--- src/rtl/fighter_action_sequencer.sv ---
// Per-player fighter action sequencer: synchronises and debounces the controller pins,
// then steps a frame-timed action state machine with a one-entry press buffer.
module fighter_action_sequencer #(
    parameter int unsigned DB_CYCLES      = 2048,
    parameter int unsigned ATK_WINDUP     = 3,
    parameter int unsigned ATK_ACTIVE     = 2,
    parameter int unsigned ATK_RECOVER    = 6,
    parameter int unsigned PARRY_ACTIVE   = 4,
    parameter int unsigned PARRY_RECOVER  = 8,
    parameter int unsigned JUMP_FRAMES    = 20,
    parameter int unsigned HITSTUN_FRAMES = 12
) (
    input  logic       clk,
    input  logic       rst_n,
    input  logic       frame_tick,
    input  logic       left_l,
    input  logic       right_l,
    input  logic       up_l,
    input  logic       down_l,
    input  logic       attack_l,
    input  logic       parry_l,
    input  logic       hit_in,
    output logic [3:0] state_code,
    output logic [1:0] move_dir,
    output logic       crouch,
    output logic       hitbox_active,
    output logic       parry_active,
    output logic       busy,
    output logic       action_start,
    output logic       parry_success
);

    localparam int unsigned NPIN   = 6;
    localparam int unsigned DB_LIM = (DB_CYCLES == 0) ? 1 : DB_CYCLES;
    localparam int unsigned DBW    = $clog2(DB_LIM + 1);
    localparam int unsigned FW     = 16;

    localparam int unsigned P_LEFT  = 0;
    localparam int unsigned P_RIGHT = 1;
    localparam int unsigned P_UP    = 2;
    localparam int unsigned P_DOWN  = 3;
    localparam int unsigned P_ATK   = 4;
    localparam int unsigned P_PARRY = 5;

    typedef enum logic [3:0] {
        S_IDLE          = 4'd0,
        S_WALK          = 4'd1,
        S_CROUCH        = 4'd2,
        S_JUMP          = 4'd3,
        S_ATK_WINDUP    = 4'd4,
        S_ATK_ACTIVE    = 4'd5,
        S_ATK_RECOVER   = 4'd6,
        S_PARRY         = 4'd7,
        S_PARRY_RECOVER = 4'd8,
        S_HITSTUN       = 4'd9
    } state_t;

    typedef enum logic [1:0] {
        B_NONE  = 2'd0,
        B_ATK   = 2'd1,
        B_PARRY = 2'd2
    } buf_t;

    function automatic logic [FW-1:0] load_val(input int unsigned p);
        return (p == 0) ? FW'(1) : FW'(p);
    endfunction

    function automatic logic is_busy(input state_t s);
        return !(s inside {S_IDLE, S_WALK, S_CROUCH});
    endfunction

    logic [NPIN-1:0]          pins;
    logic [NPIN-1:0]          sync1;
    logic [NPIN-1:0]          sync2;
    logic [NPIN-1:0]          db;
    logic [NPIN-1:0]          db_nxt;
    logic [NPIN-1:0][DBW-1:0] db_cnt;
    logic [NPIN-1:0][DBW-1:0] db_cnt_nxt;
    logic                     attack_press;
    logic                     parry_press;

    logic left_held;
    logic right_held;
    logic up_held;
    logic down_held;

    state_t        state;
    state_t        state_nxt;
    logic [FW-1:0] frames;
    logic [FW-1:0] frames_nxt;
    buf_t          buffer;
    buf_t          buffer_nxt;
    buf_t          buf_stored;
    logic          success_nxt;
    logic          free_eval;
    logic          expired;
    logic          take_parry;
    logic          take_attack;

    assign pins = {parry_l, attack_l, down_l, up_l, right_l, left_l};

    assign left_held  = ~db[P_LEFT];
    assign right_held = ~db[P_RIGHT];
    assign up_held    = ~db[P_UP];
    assign down_held  = ~db[P_DOWN];

    // Debounce: a level flips only after DB_LIM consecutive disagreeing synced samples.
    always_comb begin
        db_nxt     = db;
        db_cnt_nxt = '0;
        for (int i = 0; i < NPIN; i++) begin
            if (sync2[i] != db[i]) begin
                if (db_cnt[i] == DBW'(DB_LIM - 1)) begin
                    db_nxt[i] = sync2[i];
                end else begin
                    db_cnt_nxt[i] = db_cnt[i] + DBW'(1);
                end
            end
        end
    end

    always_ff @(posedge clk) begin
        if (!rst_n) begin
            sync1        <= '1;
            sync2        <= '1;
            db           <= '1;
            db_cnt       <= '0;
            attack_press <= 1'b0;
            parry_press  <= 1'b0;
        end else begin
            sync1        <= pins;
            sync2        <= sync1;
            db           <= db_nxt;
            db_cnt       <= db_cnt_nxt;
            attack_press <= db[P_ATK] & ~db_nxt[P_ATK];
            parry_press  <= db[P_PARRY] & ~db_nxt[P_PARRY];
        end
    end

    // Next-state, frame counter and press buffer.
    always_comb begin
        state_nxt   = state;
        frames_nxt  = frames;
        buffer_nxt  = buffer;
        success_nxt = 1'b0;
        free_eval   = 1'b0;

        // Presses while busy (outside hitstun) land in the buffer, latest wins.
        buf_stored = buffer;
        if (is_busy(state) && state != S_HITSTUN) begin
            if (parry_press) begin
                buf_stored = B_PARRY;
            end else if (attack_press) begin
                buf_stored = B_ATK;
            end
        end
        buffer_nxt  = buf_stored;
        take_parry  = (buf_stored == B_PARRY) || ((buf_stored == B_NONE) && parry_press);
        take_attack = (buf_stored == B_ATK) || ((buf_stored == B_NONE) && attack_press);
        expired     = frame_tick && (frames < FW'(2));

        if (hit_in && state != S_PARRY) begin
            state_nxt  = S_HITSTUN;
            frames_nxt = load_val(HITSTUN_FRAMES);
            buffer_nxt = B_NONE;
        end else begin
            case (state)
                S_IDLE, S_WALK, S_CROUCH: begin
                    free_eval = 1'b1;
                end
                S_JUMP, S_ATK_RECOVER, S_PARRY_RECOVER, S_HITSTUN: begin
                    if (expired) begin
                        free_eval = 1'b1;
                    end else if (frame_tick) begin
                        frames_nxt = frames - FW'(1);
                    end
                end
                S_ATK_WINDUP: begin
                    if (expired) begin
                        state_nxt  = S_ATK_ACTIVE;
                        frames_nxt = load_val(ATK_ACTIVE);
                    end else if (frame_tick) begin
                        frames_nxt = frames - FW'(1);
                    end
                end
                S_ATK_ACTIVE: begin
                    if (expired) begin
                        state_nxt  = S_ATK_RECOVER;
                        frames_nxt = load_val(ATK_RECOVER);
                    end else if (frame_tick) begin
                        frames_nxt = frames - FW'(1);
                    end
                end
                S_PARRY: begin
                    success_nxt = hit_in;
                    if (expired) begin
                        state_nxt  = S_PARRY_RECOVER;
                        frames_nxt = load_val(PARRY_RECOVER);
                    end else if (frame_tick) begin
                        frames_nxt = frames - FW'(1);
                    end
                end
                default: begin
                    state_nxt  = S_IDLE;
                    frames_nxt = '0;
                    buffer_nxt = B_NONE;
                end
            endcase

            if (free_eval) begin
                buffer_nxt = B_NONE;
                if (take_parry) begin
                    state_nxt  = S_PARRY;
                    frames_nxt = load_val(PARRY_ACTIVE);
                end else if (take_attack) begin
                    state_nxt  = S_ATK_WINDUP;
                    frames_nxt = load_val(ATK_WINDUP);
                end else if (up_held) begin
                    state_nxt  = S_JUMP;
                    frames_nxt = load_val(JUMP_FRAMES);
                end else if (down_held) begin
                    state_nxt = S_CROUCH;
                end else if (left_held || right_held) begin
                    state_nxt = S_WALK;
                end else begin
                    state_nxt = S_IDLE;
                end
            end
        end
    end

    // State register; outputs decoded from the next state so they move with state_code.
    always_ff @(posedge clk) begin
        if (!rst_n) begin
            state         <= S_IDLE;
            frames        <= '0;
            buffer        <= B_NONE;
            state_code    <= 4'd0;
            move_dir      <= 2'b00;
            crouch        <= 1'b0;
            hitbox_active <= 1'b0;
            parry_active  <= 1'b0;
            busy          <= 1'b0;
            action_start  <= 1'b0;
            parry_success <= 1'b0;
        end else begin
            state         <= state_nxt;
            frames        <= frames_nxt;
            buffer        <= buffer_nxt;
            state_code    <= state_nxt;
            move_dir      <= (state_nxt == S_WALK) ? (left_held ? 2'b01 : 2'b10) : 2'b00;
            crouch        <= (state_nxt == S_CROUCH);
            hitbox_active <= (state_nxt == S_ATK_ACTIVE);
            parry_active  <= (state_nxt == S_PARRY);
            busy          <= is_busy(state_nxt);
            action_start  <= (state_nxt == S_ATK_WINDUP || state_nxt == S_PARRY) && (state_nxt != state);
            parry_success <= success_nxt;
        end
    end

endmodule
--- config.mk ---
export PLATFORM = sky130hd
export DESIGN_NAME = fighter_action_sequencer
export DESIGN_NICKNAME = d
export VERILOG_FILES = /design/src/rtl/fighter_action_sequencer.sv
export SDC_FILE = /design/constraint.sdc
export NUM_CORES = 1
export LEC_CHECK = 0
export BUFFER_PORTS_ARGS = -buffer_cell sky130_fd_sc_hd__buf_4
export CAP_MARGIN = 40
export CORE_MARGIN = 3
export CORE_UTILIZATION = 45
export CTS_CLUSTER_DIAMETER = 60
export DETAILED_ROUTE_END_ITERATION = 16
export GPL_TIMING_DRIVEN = 1
export PLACE_DENSITY = 0.61
export SYNTH_ARGS = -nofsm -noshare
export SYNTH_HDL_FRONTEND = slang
export SYNTH_SLANG_ARGS = --single-unit
export TNS_END_PERCENT = 30
--- constraint.sdc ---
create_clock -name clk -period 2.8 [get_ports clk]
set_clock_uncertainty 0.15 [all_clocks]
set_input_delay 0.7 -clock clk [delete_from_list [all_inputs] [get_ports clk]]
set_output_delay 0.7 -clock clk [all_outputs]
set_load 0.05 [all_outputs]
==> impl_metrics.toml, run 1 <==
[global_routing]
grt_pass1_vias = 4219
grt_pass1_wl_um = 18900
antenna_found_initial = 0
grt_start_max_net_pins = 37
grt_use_total_pct = 17.3
grt_overflow = 0

[placement]
portBuffers = 21
place_hpwl_um = 7630
place_inst = 812
place_area_sq_um = 6010
gp_congestion = 0.914

[worst_setup_path]
cp.buffers_inverters = 1
required_ns = 2.98
r2r_end = "action_start$_SDFF_PN0_"
max_stage_delay_ns = 0.56
crit_fanout = 6
cp_slowest_cell = "or4_4"
crit_chain = "or4_4, nor4_4, buf_4, nand2_4, o31ai_4, a221oi_4, or4_1, a21oi_1"
critPathKind = "reg2reg"
worst_r2r_path_depth = 8
r2r_slack_ns = 0.12
critPathLaunchType = "flip-flop"
critical_path_depth = 8
arrival_ns = 2.87
r2r-start = "frames[10]$_SDFF_PP0_"
crit_path_end_kind = "flip-flop"
cp_top_family = "simple AND/OR/NAND/NOR gates"

[hold_path]
worstHoldEndpoint = "sync2[1]$_SDFF_PN1_"
hp-start = "sync1[1]$_SDFF_PN1_"
holdCritPathClass = "reg2reg"
whs_path_depth = 1

[sta]
hold_slack_ns = 0.251
finalCriticalPeriod_ns = 2.68
setup_viol = 0
rsz0062_at_grt = "true"
drv_slew = 0
maxSlewHeadroom_pct = 68.9
hold_violations = 0
tightest_slew_ns = 0.463
period_share_pct = 95.9
max_freq_ghz = 0.372

[finish]
n_fill_cell = 1058
design_area_sq_um = 6670
final_nets = 706
drive_above_1_share_pct = 14.8
diodes = 0
syn2layout_area_growth_pct = 20.9
final_util_pct = 56.9
final_cells = 844

[floorplanning]
io_pins = 22
die_w_um = 117
core_sq_um = 11700
die_area_sq_um = 13600
fp.dieH_um = 117
floorplan.rows = 39
initial_core_util_pct = 47.1

[drt]
viasPerCell = 5.26
ant_nets = 0
via_count = 4436
drcViolationCount = 0
routed_wl_um = 11000
wire_per_inst_um = 13.0
first_pass_iters = 4
initialDrtViolationCount = 167

[clock_network]
cts_tree = "yes"
cts_htree_levels = 4
cts_made_buffers = 17
hold_buffers = 0
insertion_delay_ns = 0.40
clkSlewWorstSetupHoldPaths_ns = 0.05
clock-sinks = 122
cts_buffer_depth = 2
clockRootBuffer = "clkbuf_16"

[yosys]
yosys.area.top_type = "dfxtp_1"
netlist.area_leader.share_pct = 44.3
yosys.cell_count.top_type = "dfxtp_1"
synth_ff_type = "dfxtp_1"
synthDistinctLibCells = 64
syn_area_per_cell_sq_um = 8.60
synth_commonest_cells = "dfxtp_1, nor2_1, nand2_1, xor2_1, nand3_1"
synth-seq-area-share_pct = 44.3
yosys-top-cells-area = "dfxtp_1, nor2_1, xor2_1, nand2_1, nand3_1"
syn-cell-area_sq_um = 5510
synthArstFlopShare_pct = 0
ys_ff_latch = 122
synth_nets = 658
synth_cells = 641
synth_edf_count = 0
yosys_warnings = 0

[power_and_ir_drop]
p_per_area_nw_per_um2 = 653
p_leak_uw = 0.00249
max-vdd-ir-drop_v = 0.000488

[status]
status = "completed"

[run]
cap_violations = 0
-- stage by stage --
stage               total power (uW)  setup TNS, ns  setup slack, ns
floorplan                       2080              0          0.00471
global route                    4530        -0.0151         -0.00964
detailed placement              2200         -0.890           -0.155
global placement                2200         -0.623           -0.126
CTS                             4410              0           0.0245
finish                          4360              0            0.115
-- what timing repair did --
item                       CTS  global route
resized for setup            1             8
pin swaps                    1             9
buffers inserted             1             0
setup endpoints to repair    1             6
-- layer usage --
| layer | wire [um] | global-route usage (%) |
|---|---|---|
| met5 | 0 | 0 |
| met4 | 189 | 7.49 |
| met3 | 341 | 4.66 |
| met2 | 5230 | 27.4 |
| met1 | 5210 | 22.1 |
-- how the worst max path moves through the flow --
| stage | start | endpoint | slack, ns |
|---|---|---|---|
| 2_1_floorplan | frame_tick | action_start$_SDFF_PN0_ | 0.005 |
| 3_3_place_gp | frame_tick | action_start$_SDFF_PN0_ | -0.13 |
| 3_5_place_dp | frame_tick | move_dir[0]$_SDFF_PN0_ | -0.15 |
| 4_1_cts | frames[11]$_SDFF_PP0_ | move_dir[0]$_SDFF_PN0_ | 0.02 |
| 5_1_grt | frames[10]$_SDFF_PP0_ | crouch$_SDFF_PN0_ | -0.01 |
| 6_report | frames[10]$_SDFF_PP0_ | action_start$_SDFF_PN0_ | 0.12 |
-- cell usage in the layout, fill, tap and decap left out, types with 3 or more instances in the layout --
master and instances:
or3_1 10, o31ai_1 4, nand2_1 56, nor4_4 3, o211ai_1 3, nand2b_1 19
nor4_1 4, a21oi_1 32, buf_4 50, nor2b_1 9, and2_1 3, clkbuf_1 4
dfxtp_1 120, mux2i_1 6, nor2_1 107, xor2_1 43, xnor2_1 21, a311oi_1 4
clkbuf_8 3, o21a_1 3, a31oi_1 3, nand3_1 41, or4_1 3, nor3b_1 4
o21ai_0 15, a211oi_1 3, nor3_1 13, o22ai_1 4, and3_1 13, clkbuf_16 17
nand4_1 7, bufinv_16 3, ha_1 7, inv_1 15, or4_4 4, or2_2 3
-- final cells by class --
class	count	area [sq um]	share of cell area, %
Multi-Input combinational cell	482	3000	44.9
Sequential cell	122	2440	36.7
Clock buffer	24	482	7.22
Timing Repair Buffer	51	395	5.93
Tap cell	143	179	2.68
Clock inverter	7	115	1.73
Inverter	15	56.3	0.844
-- logic make-up (layout without fill, tap and decap cells) --
| group | after synthesis | after routing | share of synthesized area, % |
|---|---|---|---|
| simple gates | 311 | 311 | 28.4 |
| flops | 122 | 122 | 44.3 |
| compound gates | 94 | 94 | 11.9 |
| xor+xnor | 64 | 64 | 10.2 |
| buf+inv | 37 | 97 | 2.54 |
| fa+ha+maj | 7 | 7 | 1.59 |
| mux | 6 | 6 | 1.09 |
-- flip-flops by register name (all words and copies together), names as in the netlist --
signal,count
busy,1
frames,16
move_dir,2
buffer,2
state,4
db_cnt,72
parry_active,1
sync2,6
parry_press,1
hitbox_active,1
db,6
action_start,1
attack_press,1
crouch,1
sync1,6
parry_success,1
-- power by group --
group | internal [uW] | switching (uW)
sequential | 1760 | 25.9
clock | 1460 | 709
combinational | 170 | 226
No activity file was read; power rests on OpenSTA's default activity.
==> inputs of run 2 (changes only) <==
--- a/config.mk
+++ b/config.mk
@@ -7,6 +7,7 @@
 export LEC_CHECK = 0
 export BUFFER_PORTS_ARGS = -buffer_cell sky130_fd_sc_hd__buf_4
 export CAP_MARGIN = 40
+export CORE_ASPECT_RATIO = 2
 export CORE_MARGIN = 3
 export CORE_UTILIZATION = 45
 export CTS_CLUSTER_DIAMETER = 60
==> impl_metrics.toml, run 2 (synthesis results as in run 1) <==
[status]
status = "completed"

[power_and_ir_drop]
switchingPower_uw = 1030
max-vdd-ir-drop_v = 0.000503
switching_share_pct = 23.4
p_seq_share_pct = 40.8
p_clk_share_pct = 49.7
intPower_uw = 3350
p_per_area_nw_per_um2 = 653
pwr-share-comb_pct = 9.4
p_leak_uw = 0.00248

[global_routing]
use_met2_pct = 33.5
grt_pass1_wl_um = 20400
grt_use_total_pct = 18.4
met1_usage_pct = 19.0
top_usage_layer = "met2"
grt_pass1_vias = 4568
met3_usage_pct = 4.66
grt_overflow = 0
antenna_found_initial = 0
grt_start_max_net_pins = 37

[worst_setup_path]
crit_fanout = 8
arrival_ns = 2.94
cp.buffers_inverters = 1
cp_slowest_cell = "or4_4"
crit_chain = "or4_4, or4_4, buf_12, nor2_8, a211o_4, o32ai_4, or4_1, a21oi_1"
critPathKind = "reg2reg"
cp_top_family = "simple AND/OR/NAND/NOR gates"
required_ns = 2.99
max_stage_delay_ns = 0.56
critPathLaunchType = "flip-flop"
cp_common_cell = "or4_4"
crit_path_end_kind = "flip-flop"

[floorplanning]
core_sq_um = 11800
fp.dieH_um = 163
initial_core_util_pct = 46.6
die_w_um = 84.3
io_pins = 22
die_area_sq_um = 13700
floorplan.rows = 56

[drt]
wire_per_inst_um = 14.0
via_count = 4593
drcViolationCount = 0
first_pass_iters = 4
viasPerCell = 5.40
routed_wl_um = 11900
initialDrtViolationCount = 229
ant_nets = 0

[clock_network]
cts_buffer_depth = 2
clock-sinks = 122
cts_made_buffers = 17
insertion_delay_ns = 0.41
cts_tree = "yes"
clockRootBuffer = "clkbuf_16"
cts_htree_levels = 4
hold_buffers = 0
clkSlewWorstSetupHoldPaths_ns = 0.05

[finish]
syn2layout_area_growth_pct = 21.6
largest_reg_flops = 72
diodes = 0
register_area_sq_um = 2450
design_area_sq_um = 6700
regMostFlops = "db_cnt"
final_nets = 711
n_fill_cell = 1082
drive_above_1_share_pct = 15.7
mostFrequentLayoutCell = "dfxtp_1"
reg_top3 = "db_cnt (72), frames (16)"
final_cell_mix = "dfxtp_1, nor2_1, nand2_1"
multiInputGateArea_sq_um = 2980
final_util_pct = 56.6

[sta]
hold_violations = 0
setup_ws_ns = 0.0571
maxSlewHeadroom_pct = 69.5
drv_slew = 0
tightest_slew_ns = 0.453
period_share_pct = 98.0
setup_viol = 0
max_freq_ghz = 0.365
tns_ns = 0
finalCriticalPeriod_ns = 2.74

[placement]
portBuffers = 21
gp_congestion = 0.904
place_hpwl_um = 8620
pre_cts_ws_ns = -0.164
place_area_sq_um = 6040

[hold_path]
holdCritPathClass = "reg2reg"

[run]
cap_violations = 0
[run 2: cell types whose count changed in the layout (fill, tap and decap cells not counted), moves of 2 or more]
cell        change
clkbuf_8        -2
clkinv_2        +2
buf_4           +4
clkbuf_1        -3
clkinvlp_4      +2
[run 2: area by class of cell]
type                            instances  share of cell area [%]
Multi-Input combinational cell        482                    44.5
Sequential cell                       122                    36.5
Timing Repair Buffer                   56                    6.64
Clock buffer                           19                    6.61
Tap cell                              145                    2.71
Clock inverter                         12                    2.22
Inverter                               15                   0.840
[run 2: metrics by stage]
stage                     std cells  total power, uW  hold WS, ns
final                           851             4380        0.256
after global routing            851             4550        0.273
after CTS                       848             4400        0.262
after detailed placement        817             2210        0.250
after global placement          817             2210        0.239
after floorplan                 641             2080        0.236
[run 2: worst paths after layout]
path	startpoint	to	slack, ns	cells past startpoint
hold reg to reg	sync1[1]$_SDFF_PN1_	sync2[1]$_SDFF_PN1_	0.26	1
hold / removal	sync1[1]$_SDFF_PN1_	sync2[1]$_SDFF_PN1_	0.26	1
setup reg to reg	frames[11]$_SDFF_PP0_	action_start$_SDFF_PN0_	0.06	8
setup / recovery	frames[11]$_SDFF_PP0_	action_start$_SDFF_PN0_	0.06	8
[run 2: power groups by stage]
stage | sequential [uW] | combinational [uW] | clock [uW]
finish | 1790 | 412 | 2180
floorplan | 1830 | 243 | 0
global placement | 1820 | 383 | 0
CTS | 1790 | 388 | 2230
detailed placement | 1820 | 386 | 0
global route | 1790 | 450 | 2300
[run 2: timing repair]
action | 4_1_cts | 5_1_grt
endpoints found under the setup margin | 0 | 7
buffers inserted | 0 | 3
resized for setup | 0 | 7
[run 2: layer usage]
metal	share of wire, %	vias to the layer above
met2	54	80
li1	-	2326
met5	0	-
met3	3.2	36
met4	3.5	0
met1	40	2151
[run 2: worst reg2reg max path, stage by stage, from the launching register on]
cell and delay, ns:
dfxtp_2 0.32, or4_4 0.57, or4_4 0.50, buf_12 0.16
nor2_8 0.08, a211o_4 0.14, o32ai_4 0.12, or4_1 0.52
a21oi_1 0.13
==> inputs of run 3 (changes only) <==
--- a/config.mk
+++ b/config.mk
@@ -6,10 +6,11 @@
 export NUM_CORES = 1
 export LEC_CHECK = 0
 export BUFFER_PORTS_ARGS = -buffer_cell sky130_fd_sc_hd__buf_4
-export CAP_MARGIN = 40
+export CAP_MARGIN = 15
 export CORE_ASPECT_RATIO = 2
 export CORE_MARGIN = 3
 export CORE_UTILIZATION = 45
+export CTS_BUF_LIST = sky130_fd_sc_hd__clkbuf_4 sky130_fd_sc_hd__clkbuf_8 sky130_fd_sc_hd__clkbuf_16
 export CTS_CLUSTER_DIAMETER = 60
 export DETAILED_ROUTE_END_ITERATION = 16
 export GPL_TIMING_DRIVEN = 1
==> impl_metrics.toml, run 3 (synthesis results as in run 1) <==
[global_routing]
grt_pass1_wl_um = 20400
grt_use_total_pct = 18.4
grt_pass1_vias = 4568
grt_overflow = 0
antenna_found_initial = 0
grt_start_max_net_pins = 37

[finish]
reg_top3 = "db_cnt (72), frames (16)"
n_fill_cell = 1081
drive_above_1_share_pct = 15.9
syn2layout_area_growth_pct = 21.6
final_nets = 711
diodes = 0
mostFrequentLayoutCell = "dfxtp_1"
final_cell_mix = "dfxtp_1, nor2_1, nand2_1"
largest_reg_flops = 72
regMostFlops = "db_cnt"

[worst_setup_path]
required_ns = 2.99
critPathLaunchType = "flip-flop"
crit_path_end_kind = "flip-flop"
arrival_ns = 2.94
crit_fanout = 8
critPathKind = "reg2reg"

[placement]
pre_cts_ws_ns = -0.164
portBuffers = 21
gp_congestion = 0.904
place_hpwl_um = 8620

[sta]
setup_viol = 0
setup_ws_ns = 0.0572
hold_slack_ns = 0.256
finalCriticalPeriod_ns = 2.74
tns_ns = 0
tightest_slew_ns = 0.453
max_freq_ghz = 0.365
maxSlewHeadroom_pct = 69.5
drv_slew = 0
period_share_pct = 98.0
hold_violations = 0

[clock_network]
cts_htree_levels = 4
cts_made_buffers = 17
hold_buffers = 0
clockRootBuffer = "clkbuf_16"
cts_tree = "yes"
insertion_delay_ns = 0.41
cts_buffer_depth = 2
clock-sinks = 122
clkSlewWorstSetupHoldPaths_ns = 0.05

[power_and_ir_drop]
p_seq_share_pct = 40.8
intPower_uw = 3360
p_per_area_nw_per_um2 = 654
switchingPower_uw = 1030
pwr-share-comb_pct = 9.4
p_clk_share_pct = 49.9
switching_share_pct = 23.4
p_leak_uw = 0.00248
max-vdd-ir-drop_v = 0.000503

[drt]
wl_met1_um = 4750
highest-signal-layer = "met4"
dr_wl_met3_um = 380
ant_nets = 0
viasPerCell = 5.40
met2WireLength_um = 6410
first_pass_iters = 4
drcViolationCount = 0
wire_per_inst_um = 14.0
initialDrtViolationCount = 229
routed_wl_um = 12000
via_count = 4592

[floorplanning]
io_pins = 22
initial_core_util_pct = 46.6
fp.dieH_um = 163
core_sq_um = 11800
die_w_um = 84.3
floorplan.rows = 56
die_area_sq_um = 13700

[run]
cap_violations = 0

[status]
status = "completed"

[hold_path]
holdCritPathClass = "reg2reg"
## run 3: what timing repair did
item	in CTS	in global routing
gates resized for setup	0	7
endpoints found under the setup margin	0	7
setup buffers	0	3
## run 3: layout make-up
type | instances | area [sq um] | share of cell area, %
clock buffer | 19 | 447 | 6.66
multi-input combinational | 482 | 2980 | 44.5
tap | 145 | 181 | 2.70
clock inverter | 12 | 149 | 2.22
timing repair buffer | 56 | 445 | 6.64
inverter | 15 | 56.3 | 0.839
sequential | 122 | 2450 | 36.5
## run 3: power groups by stage
stage                     Sequential [uW]  Clock [uW]  Combinational [uW]
after floorplan                      1830           0                 243
after global placement               1820           0                 383
after detailed placement             1820           0                 386
after CTS                            1790        2240                 388
after global routing                 1790        2310                 450
final                                1790        2190                 412
## run 3: metrics by stage
step / area [sq um] / power [uW] / std cells / util [%]
global placement: 6040 / 2210 / 817 / 51.0
finish: 6710 / 4390 / 851 / 56.6
detailed placement: 6040 / 2210 / 817 / 51.0
CTS: 6630 / 4410 / 848 / 56.0
global route: 6710 / 4560 / 851 / 56.6
floorplan: 5530 / 2080 / 641 / -
## run 3: metal layers
layer / track usage, % / up-vias
li1: - / 2326
met1: 19.0 / 2150
met2: 33.5 / 80
met3: 4.66 / 36
met4: 9.52 / 0
met5: 0 / -
## run 3: worst paths after layout
| path | from | endpoint | slack [ns] | depth (start not counted) |
|---|---|---|---|---|
| max reg2reg | frames[11]$_SDFF_PP0_ | action_start$_SDFF_PN0_ | 0.06 | 8 |
| max | frames[11]$_SDFF_PP0_ | action_start$_SDFF_PN0_ | 0.06 | 8 |
| min | sync1[1]$_SDFF_PN1_ | sync2[1]$_SDFF_PN1_ | 0.26 | 1 |
| min reg2reg | sync1[1]$_SDFF_PN1_ | sync2[1]$_SDFF_PN1_ | 0.26 | 1 |
## run 3: worst max-delay path, cell delays in order (launching register included)
cell and delay, ns:
dfxtp_2 0.32, or4_4 0.56, or4_4 0.50, buf_12 0.16
nor2_8 0.07, a211o_4 0.14, o32ai_4 0.12, or4_1 0.51
a21oi_1 0.13
